<file path="config.mk">
export PLATFORM = sky130hd
export DESIGN_NAME = nibble_serial_subtractor
export DESIGN_NICKNAME = d
export VERILOG_FILES = /design/src/rtl/sub_pkg.sv /design/src/rtl/nibble_serial_subtractor_bla4.sv /design/src/rtl/nibble_serial_subtractor.sv
export SDC_FILE = /design/constraint.sdc
export NUM_CORES = 1
export LEC_CHECK = 0
export BUFFER_PORTS_ARGS = -buffer_cell sky130_fd_sc_hd__buf_2
export CORE_ASPECT_RATIO = 1.5
export CORE_UTILIZATION = 56
export CTS_BUF_LIST = sky130_fd_sc_hd__clkbuf_8
export DETAILED_ROUTE_END_ITERATION = 16
export PLACE_DENSITY = 0.88
export SYNTH_ARGS = -nofsm -noshare
export SYNTH_HDL_FRONTEND = slang
export SYNTH_SLANG_ARGS = --single-unit
export TNS_END_PERCENT = 5
</file>
<file path="constraint.sdc">
create_clock -name clk -period 4.11 [get_ports clk]
set_clock_uncertainty 0.1 [all_clocks]
set_input_delay 0.2055 -clock clk [delete_from_list [all_inputs] [get_ports clk]]
set_output_delay 0.2055 -clock clk [all_outputs]
set_load 0.03 [all_outputs]
</file>
<file path="src/rtl/sub_pkg.sv">
// Shared types and constants for the nibble-serial subtractor.
package sub_pkg;

  localparam int NIBBLE_W = 4;

  typedef enum logic [1:0] {
    IDLE = 2'd0,
    RUN  = 2'd1,
    DONE = 2'd2
  } state_e;

  typedef struct packed {
    logic bout;
    logic zero;
    logic neg;
    logic ovf;
  } flags_t;

endpackage

</file>
<file path="src/rtl/nibble_serial_subtractor_bla4.sv">
// 4-bit borrow look-ahead slice: d4 = a4 - b4 - bin, with group P/G outputs.
module bla4 (
  input  logic [3:0] a4,
  input  logic [3:0] b4,
  input  logic       bin,
  output logic [3:0] d4,
  output logic       bout,
  output logic       pg,
  output logic       gg
);

  logic [3:0] g;
  logic [3:0] p;
  logic [4:0] brw;

  // Generate borrows where a=0,b=1; pass the incoming borrow where a==b.
  always_comb begin
    g      = ~a4 & b4;
    p      = ~(a4 ^ b4);
    brw[0] = bin;
    brw[1] = g[0] | (p[0] & bin);
    brw[2] = g[1] | (p[1] & g[0]) | (p[1] & p[0] & bin);
    brw[3] = g[2] | (p[2] & g[1]) | (p[2] & p[1] & g[0])
           | (p[2] & p[1] & p[0] & bin);
    gg     = g[3] | (p[3] & g[2]) | (p[3] & p[2] & g[1])
           | (p[3] & p[2] & p[1] & g[0]);
    pg     = &p;
    brw[4] = gg | (pg & bin);
    d4     = a4 ^ b4 ^ brw[3:0];
    bout   = brw[4];
  end

endmodule

</file>
<file path="src/rtl/nibble_serial_subtractor.sv">
// Multi-cycle subtractor: a - b - bin, one nibble per clock, LSB nibble first.
//
//  state | meaning
//  IDLE  | ready for operands (in_ready=1)
//  RUN   | one nibble per cycle through the borrow slice
//  DONE  | result and flags held (out_valid=1) until out_ready
module nibble_serial_subtractor
  import sub_pkg::*;
#(
  parameter int WIDTH = 16
) (
  input  logic             clk,
  input  logic             rst_n,
  input  logic             in_valid,
  output logic             in_ready,
  input  logic [WIDTH-1:0] a,
  input  logic [WIDTH-1:0] b,
  input  logic             bin,
  output logic             out_valid,
  input  logic             out_ready,
  output logic [WIDTH-1:0] diff,
  output logic             bout,
  output logic             zero,
  output logic             neg,
  output logic             ovf
);

  localparam int NIB   = WIDTH / NIBBLE_W;
  localparam int CNT_W = $clog2(NIB);

  state_e             state_q, state_d;
  logic [CNT_W-1:0]   cnt_q, cnt_d;
  logic [WIDTH-1:0]   a_q, a_d, b_q, b_d, diff_q, diff_d;
  logic               brw_q, brw_d;
  flags_t             flags_q, flags_d;

  logic [NIBBLE_W-1:0] a_nib, b_nib, d_nib;
  logic                s_bout, s_pg, s_gg;

  assign a_nib = a_q[cnt_q*NIBBLE_W +: NIBBLE_W];
  assign b_nib = b_q[cnt_q*NIBBLE_W +: NIBBLE_W];

  bla4 u_bla4 (
    .a4   (a_nib),
    .b4   (b_nib),
    .bin  (brw_q),
    .d4   (d_nib),
    .bout (s_bout),
    .pg   (s_pg),
    .gg   (s_gg)
  );

  // State, counter, operand and result registers; reset discards any operation.
  always_ff @(posedge clk or negedge rst_n) begin
    if (!rst_n) begin
      state_q <= IDLE;
      cnt_q   <= '0;
      a_q     <= '0;
      b_q     <= '0;
      brw_q   <= 1'b0;
      diff_q  <= '0;
      flags_q <= '0;
    end else begin
      state_q <= state_d;
      cnt_q   <= cnt_d;
      a_q     <= a_d;
      b_q     <= b_d;
      brw_q   <= brw_d;
      diff_q  <= diff_d;
      flags_q <= flags_d;
    end
  end

  // Next-state logic: accept, step one nibble per cycle, then hold the result.
  always_comb begin
    state_d = state_q;
    cnt_d   = cnt_q;
    a_d     = a_q;
    b_d     = b_q;
    brw_d   = brw_q;
    diff_d  = diff_q;
    flags_d = flags_q;
    case (state_q)
      IDLE: begin
        if (in_valid) begin
          a_d     = a;
          b_d     = b;
          brw_d   = bin;
          cnt_d   = '0;
          state_d = RUN;
        end
      end
      RUN: begin
        diff_d[cnt_q*NIBBLE_W +: NIBBLE_W] = d_nib;
        brw_d = s_bout;
        cnt_d = cnt_q + 1'b1;
        if (cnt_q == CNT_W'(NIB - 1)) begin
          // Group form gives the same final borrow as the slice's ripple output.
          flags_d.bout = s_gg | (s_pg & brw_q);
          flags_d.zero = (diff_d == '0);
          flags_d.neg  = diff_d[WIDTH-1];
          flags_d.ovf  = (a_q[WIDTH-1] ^ b_q[WIDTH-1]) & (diff_d[WIDTH-1] ^ a_q[WIDTH-1]);
          state_d      = DONE;
        end
      end
      DONE: begin
        if (out_ready) state_d = IDLE;
      end
      default: state_d = IDLE;
    endcase
  end

  assign in_ready  = (state_q == IDLE);
  assign out_valid = (state_q == DONE);
  assign diff      = diff_q;
  assign bout      = flags_q.bout;
  assign zero      = flags_q.zero;
  assign neg       = flags_q.neg;
  assign ovf       = flags_q.ovf;

endmodule

</file>
==> impl_metrics.py <==
metrics = {
    "yosys": {
        "netlist_area_sq_um": 2750,
        "synth_top_area_share_pct": 51.9,
        "synthTopCellsByArea": "dfrtp_1, mux2_2, mux4_2",
        "synth_area_per_cell_sq_um": 12.2,
        "yosysMostFrequentCell": "dfrtp_1",
        "ys_warn_count": 0,
        "synth_fp_nets": 274,
        "synthFlopType": "dfrtp_1",
        "ys_async_sr_fraction_pct": 100,
        "synthTopCellsByCount": "dfrtp_1, mux2_2, nand2_1",
        "synth-edff-count": 0,
        "synth_top_area_cell": "dfrtp_1",
        "syn_inst": 226,
        "synth_cell_type_count": 36,
        "ys_seq_area_share_pct": 51.9,
        "synth-seq-cells": 57,
    },
    "layout": {
        "syn2layout_area_growth_pct": 29.7,
        "stdcell_count": 384,
        "diodes": 0,
        "nets": 363,
        "drive_above_1_share_pct": 36.6,
    },
    "global_routing": {
        "grt_max_degree": 58,
        "gr-total-overflow": 0,
        "antenna_found_initial": 0,
        "grt_pass1_wl_mm": 10.8,
        "grt_pass1_vias": 2410,
        "grt_use_total_pct": 29.3,
    },
    "clock_tree": {
        "cts_resized": 0,
        "htreeDepth": 3,
        "cts_buffers": 9,
        "clk_path_buf_depth": 2,
        "cts.clk_slew.worst_paths_ns": 0.06,
        "clockRootBuffer": "clkbuf_8",
        "clk_latency_ns": 0.34,
        "clock_sinks": 57,
        "cts_tree": "yes",
    },
    "sta": {
        "rsz0062_at_grt": "false",
        "final_hold_viol_count": 1,
        "worst_slew_pin_slew_ns": 0.877,
        "setup_tns_ns": 0,
        "slew_headroom_pct": 41.4,
        "finalCritPeriodShare_pct": 81.3,
        "final-max-slew-violation-count": 0,
        "min_period_ns": 3.34,
        "setup_viol": 0,
        "fmax_mhz": 299,
        "timing.hold.ws_ns": -0.00656,
    },
    "worst_setup_path": {
        "path_class": "reg -> reg",
        "startpoint_type": "flop",
        "crit_required_ns": 4.23,
        "critPathMaxFanout": 17,
        "crit_arrival_ns": 3.46,
        "crit_path_end_kind": "flop",
    },
    "drt": {
        "wire_per_inst_um": 17.2,
        "dr.pass1.iters": 4,
        "drt_iter0_markers": 120,
        "vias_per_cell": 5.65,
        "drt-total-wl_mm": 6.59,
        "num_vias": 2168,
        "ant_nets": 0,
        "drc": 0,
    },
    "power": {
        "p_leak_nw": 1.68,
        "p_comb_share_pct": 54.0,
        "p_per_area_nw_per_um2": 978,
        "finalPower_mw": 3.48,
        "irDropWorstVdd_v": 0.000502,
        "p_seq_share_pct": 30.6,
        "clock_power_share_pct": 15.5,
        "sw_frac_of_total_pct": 44.5,
        "p_switching_mw": 1.55,
        "internal_power_mw": 1.93,
    },
    "floorplanning": {
        "die_w_um": 59.2,
        "die-height_um": 87.8,
        "core_area_sq_um": 4620,
        "die-area_sq_um": 5190,
        "io-pin-count": 59,
        "rows": 30,
        "start_util_pct": 59.5,
    },
    "status": {
        "violations": "hold timing",
        "outcome": "finished, violations left",
    },
    "placement": {
        "portBuffers": 58,
        "dp_hpwl_mm": 4.34,
        "gp_congestion": 0.889,
        "dp_cells": 342,
    },
    "hold_path": {
        "hold_class": "in -> reg",
    },
    "flow_run": {
        "maxCapViolCount": 0,
    },
}
-- flip-flops by register name, summed over array words and instances (netlist names) --
register	flops
ovf	1
bout	1
brw_q	1
a_q	16
neg	1
diff	16
state_q	2
cnt_q	2
zero	1
b_q	16
-- placed cells by master, fill, tap and decap left out, types with 3 or more instances in the layout --
cell and n:
buf_2 58, dfrtp_1 57, mux2_2 31, nand2_1 30, dlygate4sd3_1 26, o21ai_0 19, clkbuf_8 12, inv_1 11
ha_1 10, mux4_2 8, nor2_1 8, nand2b_1 4, nor4_1 4, nor2b_1 3, a21oi_1 3, o41ai_1 3
nand4_1 3, o31ai_1 3
-- path summary, 6_finish.rpt --
check,cells past startpoint,slack [ns],end,start
max in group asynchronous,3,3.01,neg,rst_n
worst min register to register,2,0.40,diff[7],diff[7]
worst max register to register,8,0.77,zero,cnt_q[0]
worst max-delay path,8,0.77,zero,cnt_q[0]
min in group asynchronous,3,0.42,diff[4],rst_n
worst min-delay path,2,-0.007,b_q[7],b[7]
-- cell type report --
cell class              instances  area (sq um)
flip-flops and latches         57          1430
multi-input cells             152          1250
fillers                       283          1050
repair buffers                 86           566
clock buffers                  12           165
well taps                      64          80.1
clock inverters                 4          42.5
inverters                       9          33.8
-- power by group through the flow --
stage	Sequential (mW)	Clock [mW]	Combinational [mW]
4_1_cts	1.06	0.539	1.83
3_5_place_dp	1.07	0	1.80
2_1_floorplan	1.11	0	1.27
5_1_grt	1.10	0.564	2.04
6_report	1.06	0.539	1.88
3_3_place_gp	1.05	0	1.72
-- layer usage --
metal | vias to the layer above | GRT usage (%) | wire (um)
met5 | - | 0 | 0
met4 | 0 | 26.2 | 455
met3 | 38 | 5.76 | 256
met2 | 93 | 49.5 | 3460
met1 | 1048 | 29.8 | 2410
li1 | 989 | - | -
-- stage by stage --
stage | worst slack, ns | instance area (sq um) | utilization (%)
5_1_grt | 0.560 | 3560 | 77.2
4_1_cts | 0.789 | 3560 | 77.2
2_1_floorplan | 1.18 | 2750 | -
3_5_place_dp | 0.816 | 3100 | 67.0
6_report | 0.769 | 3560 | 77.2
3_3_place_gp | 0.992 | 3100 | 67.0
-- logic make-up (layout without fill, tap and decap cells) --
logic type | after synthesis | after routing | share of synthesized area [%]
buffers and inverters | 17 | 111 | 2.55
AO/OA/AOI/OAI | 39 | 39 | 9.11
adder cells (fa/ha/maj) | 11 | 11 | 5.28
flip-flops | 57 | 57 | 51.9
XOR/XNOR | 4 | 4 | 1.55
multiplexers | 41 | 41 | 20.0
AND/OR/NAND/NOR | 57 | 57 | 9.57
-- worst max-delay path, cell delays in order (launching register included) --
cell and delay (ns):
dfrtp_1 0.86, mux4_2 0.59, inv_1 0.11, ha_1 0.27
a21o_2 0.22, a21oi_1 0.24, xnor2_1 0.27, a221oi_1 0.18
o41ai_1 0.40
-- what timing repair did --
| item | 4_1_cts | 5_1_grt |
|---|---|---|
| setup buffers | 0 | 0 |
| hold buffers | 26 | 0 |
| hold endpoints to repair | 82 | 0 |
| setup endpoints to repair | 0 | 0 |
Note: power is estimated with default switching activity, not from simulation.
